===== config.mk =====
export PLATFORM = sky130hd
export DESIGN_NAME = vadd_seq
export DESIGN_NICKNAME = d
export VERILOG_FILES = /design/src/rtl/vadd_seq.sv
export SDC_FILE = /design/constraint.sdc
export NUM_CORES = 1
export LEC_CHECK = 0
export ABC_AREA = 1
export CORE_MARGIN = 2
export CORE_UTILIZATION = 42
export DETAILED_ROUTE_END_ITERATION = 10
export HOLD_SLACK_MARGIN = 0.08
export PLACE_DENSITY = 0.77
export SYNTH_ARGS = -nofsm -noshare
export SYNTH_HDL_FRONTEND = slang
export SYNTH_SLANG_ARGS = --single-unit

===== constraint.sdc =====
create_clock -name clk -period 5.32 [get_ports clk]
set_clock_uncertainty 0.1 [all_clocks]
set_input_delay 1.33 -clock clk [delete_from_list [all_inputs] [get_ports clk]]
set_output_delay 1.33 -clock clk [all_outputs]
set_load 0.03 [all_outputs]

===== src/rtl/vadd_seq.sv =====
`default_nettype none
// ============================================================================
// Module   : vadd_seq
// Purpose  : Streams two FP16 vectors through the shared combinational FP16
//            adder, one element per cycle. Issues register-file reads,
//            registers the adder operands, registers the sums for write-back,
//            and reports completion and overflow status.
// Ports    : clk, rst            - clock, synchronous active-high reset
//            start, sub, len     - operation request (A+B / A-B, element count)
//            rd_en, rd_idx       - register-file read strobe / element index
//            a_data, b_data      - operands, valid one cycle after rd_en
//            add_a, add_b        - registered adder operands
//            add_sum, add_ovf    - combinational adder result / overflow flag
//            wr_en, wr_idx,
//            wr_data             - result write-back
//            busy, done          - operation in progress / completion pulse
//            ovf_sticky,
//            ovf_count           - overflow status of the last operation
// Revision : 1.0 - initial release
// ============================================================================
module vadd_seq #(
  parameter int NELEM = 32,
  parameter int IDXW  = 5
) (
  input  logic            clk,
  input  logic            rst,
  input  logic            start,
  input  logic            sub,
  input  logic [IDXW:0]   len,
  output logic            rd_en,
  output logic [IDXW-1:0] rd_idx,
  input  logic [15:0]     a_data,
  input  logic [15:0]     b_data,
  output logic [15:0]     add_a,
  output logic [15:0]     add_b,
  input  logic [15:0]     add_sum,
  input  logic            add_ovf,
  output logic            wr_en,
  output logic [IDXW-1:0] wr_idx,
  output logic [15:0]     wr_data,
  output logic            busy,
  output logic            done,
  output logic            ovf_sticky,
  output logic [IDXW:0]   ovf_count
);

  typedef enum logic [1:0] {
    S_IDLE  = 2'd0,
    S_ISSUE = 2'd1,
    S_DRAIN = 2'd2,
    S_DONE  = 2'd3
  } state_t;

  localparam logic [IDXW:0] c_nelem = (IDXW+1)'(NELEM);

  state_t            r_state;
  state_t            w_state_nxt;
  logic              r_sub;
  logic [IDXW:0]     r_len;
  logic              r_rd_en;
  logic [IDXW-1:0]   r_rd_idx;
  // Pipeline: r_dv marks operands arriving from the register file this
  // cycle, r_v1 marks valid adder operands, r_wr_en is the write stage.
  logic              r_dv;
  logic [IDXW-1:0]   r_idx_d;
  logic              r_v1;
  logic [IDXW-1:0]   r_idx1;
  logic [15:0]       r_add_a;
  logic [15:0]       r_add_b;
  logic              r_wr_en;
  logic [IDXW-1:0]   r_wr_idx;
  logic [15:0]       r_wr_data;
  logic              r_busy;
  logic              r_done;
  logic              r_ovf_sticky;
  logic [IDXW:0]     r_ovf_count;

  logic              w_can_start;
  logic              w_accept;
  logic [IDXW:0]     w_len_clamp;
  logic              w_last;

  // A new operation may be accepted in IDLE and also in the DONE cycle,
  // which allows back-to-back operations without a dead cycle.
  assign w_can_start = (r_state == S_IDLE) || (r_state == S_DONE);
  assign w_accept    = start && w_can_start;
  assign w_len_clamp = (len > c_nelem) ? c_nelem : len;
  // Only evaluated in ISSUE, where r_len is at least 1.
  assign w_last      = ({1'b0, r_rd_idx} == (r_len - 1'b1));

  always_comb begin
    w_state_nxt = r_state;
    case (r_state)
      S_IDLE, S_DONE: begin
        if (w_accept) begin
          // A zero-length operation passes through DRAIN with an empty
          // pipeline, giving one busy cycle before the done pulse.
          w_state_nxt = (w_len_clamp != '0) ? S_ISSUE : S_DRAIN;
        end else begin
          w_state_nxt = S_IDLE;
        end
      end
      S_ISSUE: begin
        if (w_last) w_state_nxt = S_DRAIN;
      end
      S_DRAIN: begin
        if (!r_dv && !r_v1) w_state_nxt = S_DONE;
      end
      default: w_state_nxt = S_IDLE;
    endcase
  end

  always_ff @(posedge clk) begin
    if (rst) begin
      r_state      <= S_IDLE;
      r_sub        <= 1'b0;
      r_len        <= '0;
      r_rd_en      <= 1'b0;
      r_rd_idx     <= '0;
      r_dv         <= 1'b0;
      r_idx_d      <= '0;
      r_v1         <= 1'b0;
      r_idx1       <= '0;
      r_add_a      <= '0;
      r_add_b      <= '0;
      r_wr_en      <= 1'b0;
      r_wr_idx     <= '0;
      r_wr_data    <= '0;
      r_busy       <= 1'b0;
      r_done       <= 1'b0;
      r_ovf_sticky <= 1'b0;
      r_ovf_count  <= '0;
    end else begin
      r_state <= w_state_nxt;
      r_busy  <= (w_state_nxt == S_ISSUE) || (w_state_nxt == S_DRAIN);
      r_done  <= (w_state_nxt == S_DONE);

      // Read issue: index counter restarts on accept, advances while issuing.
      r_rd_en <= (w_state_nxt == S_ISSUE);
      if (w_accept) begin
        r_rd_idx <= '0;
      end else if ((r_state == S_ISSUE) && !w_last) begin
        r_rd_idx <= r_rd_idx + 1'b1;
      end

      if (w_accept) begin
        r_sub <= sub;
        r_len <= w_len_clamp;
      end

      // Register-file read latency stage.
      r_dv    <= r_rd_en;
      r_idx_d <= r_rd_idx;

      // S1: adder operands; subtraction flips the sign of B.
      r_v1 <= r_dv;
      if (r_dv) begin
        r_add_a <= a_data;
        r_add_b <= {b_data[15] ^ r_sub, b_data[14:0]};
        r_idx1  <= r_idx_d;
      end

      // S2: result write-back.
      r_wr_en <= r_v1;
      if (r_v1) begin
        r_wr_data <= add_sum;
        r_wr_idx  <= r_idx1;
      end

      // Overflow status; an accepted start only happens with an empty
      // pipeline, so clearing never competes with an update.
      if (w_accept) begin
        r_ovf_sticky <= 1'b0;
        r_ovf_count  <= '0;
      end else if (r_v1 && add_ovf) begin
        r_ovf_sticky <= 1'b1;
        r_ovf_count  <= r_ovf_count + 1'b1;
      end
    end
  end

  assign rd_en      = r_rd_en;
  assign rd_idx     = r_rd_idx;
  assign add_a      = r_add_a;
  assign add_b      = r_add_b;
  assign wr_en      = r_wr_en;
  assign wr_idx     = r_wr_idx;
  assign wr_data    = r_wr_data;
  assign busy       = r_busy;
  assign done       = r_done;
  assign ovf_sticky = r_ovf_sticky;
  assign ovf_count  = r_ovf_count;

endmodule
`default_nettype wire


-- Word-level counts from Yosys, hierarchy flattened
Index checks and enable logic that the tools add are counted.
- multiplexer cells: 6
- magnitude comparators: 1
- shift-type cells: 0
- bitwise operators: 1
- $mul: 0
- divide/modulo/power cells: 0
- reduce and logical (&&, ||, !) cells: 13
- add/subtract/negate cells: 3
- eq/ne operators: 7
- operator list (cell ; count):
    $eq 2x2->1 const B ; 4
    $mux 2 ; 4
    $add 6x1->6 const B ; 1
    $eq 5x6->1 ; 1
    $gt 6x6->1 const B ; 1
    $mux 6 ; 1
    $pmux 2 s3 ; 1
    $reduce_bool 6->1 ; 1
    $sub 6x1->6 const B ; 1
    $add 5x1->5 const B ; 1
    $eq 2x1->1 const B ; 2
    $logic_and 1x1->1 ; 4
    $reduce_or 2->1 ; 2
    $logic_not 1->1 ; 3
    $logic_not 2->1 ; 1
    $logic_or 1x1->1 ; 2
    $xor 1x1->1 ; 1
- register bits after elaboration: 90
- output and inout port bits: 69
- memories: 0
- RAM bits: 0
- bits in latches: 0
- input port bits: 59
- ROM bits: 0
- word-level logic and storage cells: 49

-- Logic depth before layout (Yosys ltp)
- depth in word-level cells: 8
- gate-level depth with buffers: 16
- mapped depth without buffers: 16

-- Least setup slack after synthesis
OpenSTA, ideal clock, no wires.
- path type: input to register
- from: input len[4]
- to: register r_busy (netlist: busy)
- buffers on the path: 0
- required time: 5.093 ns
- stages on the path: 7
- data arrival time: 2.388 ns
- library setup time: 0.127 ns
- setup slack: 2.704 ns
- cell sequence: nor3_1 -> nor3b_1 -> nand2_1 -> o21ai_0 -> nand2_2 -> ha_1 -> nor2_1
- cells in the longest elaborated chain, start to end: 8
- elaborated cells on any way between the ends: 9
- those cells by class: order compare (1); eq/ne (2); mux (4); reduce/logical (2)
- ends and longest elaborated chain (what ; line ; RTL):
    from (decl) ; 29 ; input logic [IDXW:0] len,
    $gt 6x6->1 ; 87 ; assign w_len_clamp = (len > c_nelem) ? c_nelem : len;
    $mux 6 (*) ; 87 ;
    $reduce_bool 6->1 (*) ; 98 ; w_state_nxt = (w_len_clamp != '0) ? S_ISSUE : S_DRAIN;
    $mux 2 (*) ; 98 ;
    $mux 2 (*) ; 95 ; if (w_accept) begin
    $pmux 2 s3 (*) ; 93 ; case (r_state)
    $eq 2x1->1 / $eq 2x2->1 (equally long branches) ; 135 ; r_busy <= (w_state_nxt == S_ISSUE) || (w_state_nxt == S_DRAIN);
    $logic_or 1x1->1 (*) ; 135 ;
    to (signal assigned) ; 135 ;
    to (decl) ; 73 ; logic r_busy;
Every way passes the cells marked *; elsewhere a longest branch is shown, timed or not.
A chain may end at the register's enable or synchronous reset.

==> flow_summary.json <==
{
  "cts_buffers": 9,
  "wl_met3_um": 582,
  "overflow": 0,
  "fin_area_um2": 4950,
  "synth_top_cell_by_area": "dfxtp_1",
  "htreeDepth": 3,
  "seqPwrFrac_pct": 49.4,
  "setup_violations": 0,
  "grt_max_degree": 44,
  "core_area_um2": 7810,
  "drive_above_1_share_pct": 7.19,
  "wirelength_mm": 8.71,
  "reg2reg_depth": 7,
  "grtUsageTotal_pct": 19.7,
  "grt_pass1_wl_mm": 13.9,
  "p_leak_nw": 2.09,
  "portBuffers": 127,
  "vias": 3262,
  "min_path_cells": 2,
  "syn_area_per_cell_um2": 7.69,
  "fp.dieW_um": 94.4,
  "fmax_mhz": 308,
  "max-cap-violations": 0,
  "syn2layout_area_growth_pct": 44.2,
  "wl_met2_mm": 4.06,
  "cts_buffer_depth": 2,
  "cts_resized": 0,
  "remaining_drc_errors": 0,
  "placed_cell_area_um2": 4760,
  "firstDrtPassIters": 5,
  "grt_pass1_vias": 2968,
  "ys_warn_count": 0,
  "synthFlopType": "dfxtp_1",
  "cts_tree": "yes",
  "comb_power_share_pct": 21.0,
  "cp-start-kind": "input pin",
  "ios": 128,
  "critical_path_required_ns": 5.47,
  "fin_cells": 672,
  "place_congestion": 0.860,
  "cts-root-buf": "clkbuf_8",
  "finalHoldViolCount": 0,
  "arrival_ns": 3.40,
  "routed.top_layer": "met4",
  "yosysSeqAreaShare_pct": 52.5,
  "diodes": 0,
  "holdBufCountCts": 0,
  "tightest_slew_ns": 1.16,
  "cp_max_fo": 43,
  "synth_edf_count": 0,
  "rrSetupSlack_ns": 2.33,
  "rsz0062_at_grt": "false",
  "setup_tns_ns": 0,
  "post_cts_buffers": 0,
  "ys_types": 30,
  "wl_per_cell_um": 13.0,
  "start_util_pct": 43.9,
  "power.internal_w": 0.00104,
  "synthTopCellsByArea": "dfxtp_1, nor2_1, o21ai_0",
  "wirelength_met1_mm": 3.98,
  "clockPowerShare_pct": 29.7,
  "swShare_pct": 31.5,
  "ant_nets": 0,
  "drtIter0Drc": 162,
  "path_class": "input pin to register",
  "holdCritPathClass": "register to register",
  "drv_slew": 0,
  "syn_area_um2": 3430,
  "status": "finished, final reports clean",
  "fin_hold_ws_ns": 0.338,
  "fill_cells": 693,
  "hp-start": "rd_en$_SDFF_PP0_",
  "switching_power_w": 0.000478,
  "synth_common_cells": "nor2_1, dfxtp_1, o21ai_0, nand2_1, inv_1",
  "synthDominantCellAreaShare_pct": 52.5,
  "timing.final.crit_share_pct": 61.1,
  "synth_nets": 511,
  "end_kind": "register",
  "r2r-start": "r_dv$_SDFF_PP0_",
  "syn_inst": 446,
  "synth.most_common_cell": "nor2_1",
  "path_clk_slew_ns": 0.10,
  "antenna_found_initial": 0,
  "clock_sinks": 90,
  "fin_nets": 630,
  "clkLatencyLatePin_ns": 0.35,
  "r2r-end": "busy$_SDFF_PP0_",
  "relSlewSlack_pct": 22.6,
  "ys_ff_latch": 90,
  "via_per_inst": 4.85,
  "dieArea_um2": 8910,
  "hpwlAfterDp_mm": 6.27,
  "holdPathEnd": "r_dv$_SDFF_PP0_",
  "dp_cells": 656,
  "rows": 32,
  "die_h_um": 94.4,
  "ir_worst_vdd_uv": 187,
  "synthArstFlopShare_pct": 0,
  "powerDensity_nw_per_um2": 307,
  "min_period_ns": 3.25
}
critical path, cell delays in order:
cell	delay [ns]
clkdlybuf4s50_1	0.81
clkinv_1	0.60
buf_4	0.44
o21ai_0	0.14
nor2_1	0.07
state kept, by name, indices dropped and copies added (netlist names), 2 cells and up:
signal     flops
add_a         16
add_b         16
wr_data       16
ovf_count      6
r_len          6
r_idx1         5
r_idx_d        5
rd_idx         5
wr_idx         5
r_state        2
cell type report:
type                    count  area [um2]  share of cell area [%]
clock buffers               9         124                    2.50
clock inverters             7        67.6                    1.37
inverters                  31         116                    2.35
multi-input cells         305        1430                    29.0
flip-flops and latches     90        1800                    36.4
well taps                 102         128                    2.58
repair buffers            128        1280                    25.8
how the worst max path moves through the flow:
stage,start,to,cells after the start
2_1_floorplan,len[4],busy$_SDFF_PP0_,7
3_3_place_gp,rst,r_idx1[4]$_SDFFE_PP0P_,5
3_5_place_dp,rst,add_b[13]$_SDFFE_PP0P_,5
4_1_cts,rst,add_b[13]$_SDFFE_PP0P_,5
5_1_grt,rst,add_b[13]$_SDFFE_PP0P_,5
6_report,rst,add_b[13]$_SDFFE_PP0P_,5
metrics by stage:
stage,utilization (%),power (W),setup slack [ns]
after floorplan,-,0.000942,2.70
after global placement,60.9,0.00108,1.81
after detailed placement,60.9,0.00108,1.64
after CTS,63.4,0.00153,2.06
after global routing,63.4,0.00159,1.81
final,63.4,0.00152,2.07
per-layer routing:
metal,vias up,GRT usage (%)
met3,8,5.35
met1,1489,25.8
met4,0,5.68
met5,-,0
met2,106,32.2
li1,1659,-
power groups by stage:
stage	registers, W	logic [W]	clock network, W
after floorplan	0.000822	0.000120	0
after global placement	0.000764	0.000312	0
after detailed placement	0.000765	0.000319	0
after CTS	0.000749	0.000321	0.000463
after global routing	0.000755	0.000347	0.000491
final	0.000750	0.000318	0.000451
cell usage in the layout, fill, tap and decap left out, types with 7 or more instances in the layout:
cell type	synthesis	final
nand2_2	8	8
inv_1	23	23
o21ai_0	67	67
inv_2	7	7
clkdlybuf4s50_1	0	127
clkbuf_8	0	9
nor2_1	140	140
a21oi_1	9	9
nand2_1	34	34
nand3_1	16	16
dfxtp_1	90	90
cell families after synthesis:
| group | synth area share (%) |
|---|---|
| compound gates | 12.1 |
| xor+xnor | 1.02 |
| fa+ha+maj | 2.19 |
| buf+inv | 5.73 |
| flops | 52.5 |
| simple gates | 26.4 |
No activity file was read; power rests on OpenSTA's default activity.
==> patch 1 (same settings) <==
Register the input `add_sum` before use. The logic sees it one clock later. The other inputs are not delayed to match. Comments in the files are not updated.
--- a/src/rtl/vadd_seq.sv
+++ b/src/rtl/vadd_seq.sv
@@ -53,6 +53,12 @@
 
   localparam logic [IDXW:0] c_nelem = (IDXW+1)'(NELEM);
 
+  logic [15:0] add_sum_q;
+
+  always_ff @(posedge clk) begin
+    add_sum_q <= add_sum;
+  end
+
   state_t            r_state;
   state_t            w_state_nxt;
   logic              r_sub;
@@ -163,7 +169,7 @@
       // S2: result write-back.
       r_wr_en <= r_v1;
       if (r_v1) begin
-        r_wr_data <= add_sum;
+        r_wr_data <= add_sum_q;
         r_wr_idx  <= r_idx1;
       end
 
Check against the original RTL: not equivalent (a bounded check fails within 10 cycles, from zero or initial values and one cycle with rst high).
==> patch 1 against the original RTL <==
  * Sequential power rose by 17%
  * Final area up 7.3%
  * Routed wire length grew 5.1%
  * Fmax grew 8.2%
  * Worst setup slack improved by 0.25 ns
  * Sequential cell count up 16
  * Total power increased by 13%
  * Area after synthesis rose by 9.1%
  * Largest power group unchanged
==> patch 1: results (changes against the original RTL) <==
[setup_path]
timing.critical_path.buf_inv = 1  ; was 3
critPathTopFamily = buffers and inverters  ; unchanged
max_stage_delay_ns = 0.74  ; was 0.81 ns
arrival_ns = 1.57  ; was 3.40 ns
crit_fanout = 6  ; was 43

[logic_synthesis]
async_flop_share_pct = 0  ; unchanged
ys_seq_area_share_pct = 56.68  ; was 52.52%
synthMuxAreaShare_pct = 0  ; unchanged
synthXorXnorAreaFrac_pct = 1.170  ; was 1.021%
ys_top_cells_by_area = dfxtp_1 57%, nor2_1 14%, o21ai_0 9.1%  ; was dfxtp_1 53%, nor2_1 15%, o21ai_0 9.8%
synthesis.nets = 524  ; was 511
synthTopCellsByCount = 140 x nor2_1, 106 x dfxtp_1, 68 x o21ai_0  ; was 140 x nor2_1, 90 x dfxtp_1, 67 x o21ai_0
ys_types = 29  ; was 30
synth_cells = 459  ; was 446
synth_fa_ha_area_share_pct = 2.005  ; was 2.188%
synth_compound_area_share_pct = 11.03  ; was 12.14%

[global_route]
grt_pass1_vias = 3274  ; was 2968
antenna_found_initial = 0  ; unchanged
grt_max_degree = 64  ; was 44
grtUsageTotal_pct = 19.06  ; was 19.74%
grt_pass1_wl_um = 15230  ; was 13940 um

[layout]
n_fill_cell = 750  ; was 693
drive_gt1_share_pct = 5.993  ; was 7.193%
nets = 644  ; was 630

[pwr]
vdd_drop_max_mv = 0.1679  ; was 0.1873 mV
p_int_w = 0.001214  ; was 0.001041 W
p_leak_nw = 2.232  ; was 2.091 nW

[clock_tree]
h-tree-depth = 3  ; unchanged
cts-resized-gates = 0  ; unchanged
insertion_delay_ns = 0.37  ; was 0.35 ns
postCtsSetupRepairBufs = 0  ; unchanged

[route]
wl_met1_um = 4015  ; was 3976 um
vias = 3381  ; was 3262
post_drt_wl_per_cell_um = 13.23  ; was 12.96 um
drtIter0Drc = 100  ; was 162
wl_um = 9152  ; was 8709 um
dr_wl_met2_um = 4453  ; was 4062 um
top_layer_used = met4  ; unchanged
route.met3.wl_um = 584  ; was 582 um
dr.pass1.iters = 5  ; unchanged

[outcome]
status = completed  ; unchanged

[sta]
worst_pin_slew_ns = 1.075  ; was 1.159 ns

[placement]
hpwlAfterDp_um = 6421  ; was 6274 um
gp_congestion = 0.8786  ; was 0.8596
dp_cells = 676  ; was 656
portBuffers = 127  ; unchanged

## patch 1: worst min-delay path, delay by kind of cell (launching register included)
kind,cells,cell delay (ns)
flip-flops,1,0.32
AND/OR/NAND/NOR,2,0.12
## patch 1: final timing paths
path / start / end / slack, ns
max: rd_idx[0]$_SDFFE_PP0P_ / rd_idx[0] / 2.32
min: r_idx_d[3]$_SDFF_PP0_ / r_idx1[3]$_SDFFE_PP0P_ / 0.36
max reg2reg: r_v1$_SDFF_PP0_ / busy$_SDFF_PP0_ / 2.98
min reg2reg: r_idx_d[3]$_SDFF_PP0_ / r_idx1[3]$_SDFFE_PP0P_ / 0.36
## patch 1: metrics by stage
| stage | hold slack [ns] | setup WS (ns) | cell area, um^2 |
|---|---|---|---|
| 2_1_floorplan | 0.3306 | 2.715 | 3744 |
| 3_3_place_gp | 0.3302 | 2.070 | 5085 |
| 3_5_place_dp | 0.3431 | 2.053 | 5085 |
| 4_1_cts | 0.3649 | 2.292 | 5310 |
| 5_1_grt | 0.3932 | 2.240 | 5310 |
| 6_report | 0.3564 | 2.318 | 5310 |
## patch 1: power groups by stage
stage          combinational [W]  clock (W)  sequential (W)
6_report                0.000318   0.000525        0.000879
5_1_grt                 0.000347   0.000573        0.000886
4_1_cts                 0.000321   0.000541        0.000879
3_5_place_dp            0.000317          0        0.000897
3_3_place_gp            0.000311          0        0.000895
2_1_floorplan           0.000119          0        0.000952
## patch 1: routing by layer
layer	track usage, %	vias up
met4	6.006	0
met3	3.972	9
met2	33.02	110
li1	-	1700
met5	0	-
met1	23.89	1562
## patch 1: logic make-up (layout without fill, tap and decap cells)
logic type	count (synthesis)	after routing
compound gates	80	80
xor+xnor	5	5
fa+ha+maj	6	6
buf+inv	50	175
flops	106	106
simple gates	212	212
## patch 1: area by class of cell
cell class / count / share of cell area, %
sequential: 106 / 39.96
multi-input combinational: 303 / 26.91
timing repair buffer: 129 / 24.22
tap: 108 / 2.545
clock buffer: 9 / 2.333
inverter: 30 / 2.121
clock inverter: 7 / 1.909
==> patch 2 (same flow settings) <==
Made on the original files. Set the parameter `IDXW` to 4 (it was 5).
--- a/src/rtl/vadd_seq.sv
+++ b/src/rtl/vadd_seq.sv
@@ -20,7 +20,7 @@
 // ============================================================================
 module vadd_seq #(
   parameter int NELEM = 32,
-  parameter int IDXW  = 5
+  parameter int IDXW  = 4
 ) (
   input  logic            clk,
   input  logic            rst,
Interface: changed (resized len, ovf_count, rd_idx and wr_idx); port bits go from 128 to 124. No check against the original RTL was run, so the function may have changed too.
==> patch 2 against the original RTL <==
  * Sequential cell count fell by 6
  * Worst setup slack improved by 0.30 ns
  * Synthesized cell count fell by 9.9%
  * Final area shrank 8.0%
  * Largest cell class unchanged
  * Routed wire length decreased by 12%
  * Die area down 9.7%
  * Area after synthesis shrank 10%
Power is not compared: it rests on default switching activity, and its combinational part moved more than twofold at a synthesized area within 25%.
==> patch 2: results (changes against the original RTL) <==
[outcome]
status = completed  ; unchanged

[route]
drtIter0Drc = 101  ; was 162
route.met3.wl_um = 605  ; was 582 um
wl_met1_um = 3384  ; was 3976 um
dr.pass1.iters = 4  ; was 5
post_drt_wl_per_cell_um = 12.37  ; was 12.96 um
vias_per_cell = 4.720  ; was 4.854
dr_wl_met2_um = 3555  ; was 4062 um
wl_um = 7645  ; was 8709 um

[layout]
drive_gt1_share_pct = 5.395  ; was 7.193%
nets = 578  ; was 630

[logic_synthesis]
ys_seq_area_share_pct = 54.55  ; was 52.52%
ys_top_cells_by_area = dfxtp_1 55%, nor2_1 17%, o21ai_0 9.6%  ; was dfxtp_1 53%, nor2_1 15%, o21ai_0 9.8%
synthTopCellsByCount = 142 x nor2_1, 84 x dfxtp_1, 59 x o21ai_0  ; was 140 x nor2_1, 90 x dfxtp_1, 67 x o21ai_0
synthesis.nets = 466  ; was 511
ys_types = 18  ; was 30

[global_route]
grt_pass1_vias = 2688  ; was 2968
grt_pass1_wl_um = 11990  ; was 13940 um
globalRouteMet1Util_pct = 22.98  ; was 25.80%
grt_util_met3_pct = 4.936  ; was 5.347%
antenna_found_initial = 0  ; unchanged
met2_usage_pct = 32.55  ; was 32.20%

[sta]
layout_setup_ws_ns = 2.375  ; was 2.071 ns
worst_pin_slew_ns = 1.140  ; was 1.159 ns

[placement]
hpwlAfterDp_um = 5353  ; was 6274 um
portBuffers = 118  ; was 127
place_ws_ns = 1.992  ; was 1.645 ns
gp_congestion = 0.8365  ; was 0.8596
dpl_cell_area_mm2 = 0.004327  ; was 0.004757 mm^2

[setup_path]
max_stage_delay_ns = 0.66  ; was 0.81 ns
arrival_ns = 3.12  ; was 3.40 ns
crit_fanout = 44  ; was 43

[clock_tree]
clk_pin_slew_worst_paths_ns = 0.08  ; was 0.10 ns
cts-resized-gates = 0  ; unchanged

==> patch 2: cell types whose count changed in the layout (fill, tap and decap cells not counted), moves of 3 or more <==
cell / change
nand2_1: -5
o21ai_0: -8
inv_1: +3
inv_8: -3
inv_2: -4
nand3_1: -4
clkdlybuf4s50_1: -9
dfxtp_1: -6
nand2_2: -3
==> patch 2: logic make-up (layout without fill, tap and decap cells) <==
group / Yosys count / count (layout) / share of synthesized area, %
AND/OR/NAND/NOR: 192 / 192 / 24.68
flip-flops: 84 / 84 / 54.55
AO/OA/AOI/OAI: 67 / 67 / 10.96
buffers and inverters: 49 / 166 / 6.250
adder cells (fa/ha/maj): 6 / 6 / 2.435
XOR/XNOR: 4 / 4 / 1.136
==> patch 2: worst register-to-register path, stage by stage, from the launching register on <==
cell	delay, ns
dfxtp_1	1.08
inv_1	0.15
nand3_1	0.13
a21oi_1	0.09
nand2_1	0.07
inv_1	0.04
ha_1	0.26
nor2_1	0.09
==> patch 2: path summary, 6_finish.rpt <==
path | to | slack [ns] | cells after the start | from
worst max-delay path | add_b[14]$_SDFFE_PP0P_ | 2.37 | 5 | rst
worst min-delay path | r_dv$_SDFF_PP0_ | 0.33 | 2 | rd_en$_SDFF_PP0_
worst max register to register | busy$_SDFF_PP0_ | 3.24 | 7 | r_dv$_SDFF_PP0_
worst min register to register | r_dv$_SDFF_PP0_ | 0.33 | 2 | rd_en$_SDFF_PP0_
==> patch 2: cell type report <==
cell class              instances  area [um^2]
fillers                       623         2623
clock buffers                  11        141.4
clock inverters                 5        85.08
repair buffers                121         1204
flip-flops and latches         84         1682
well taps                      99        123.9
multi-input cells             269         1209
inverters                      29        108.9
==> patch 2: report_power, final <==
group,internal (W),switching (W)
Combinational,0.0000464,0.0000330
Clock,0.000279,0.000222
Sequential,0.000633,0.00000237
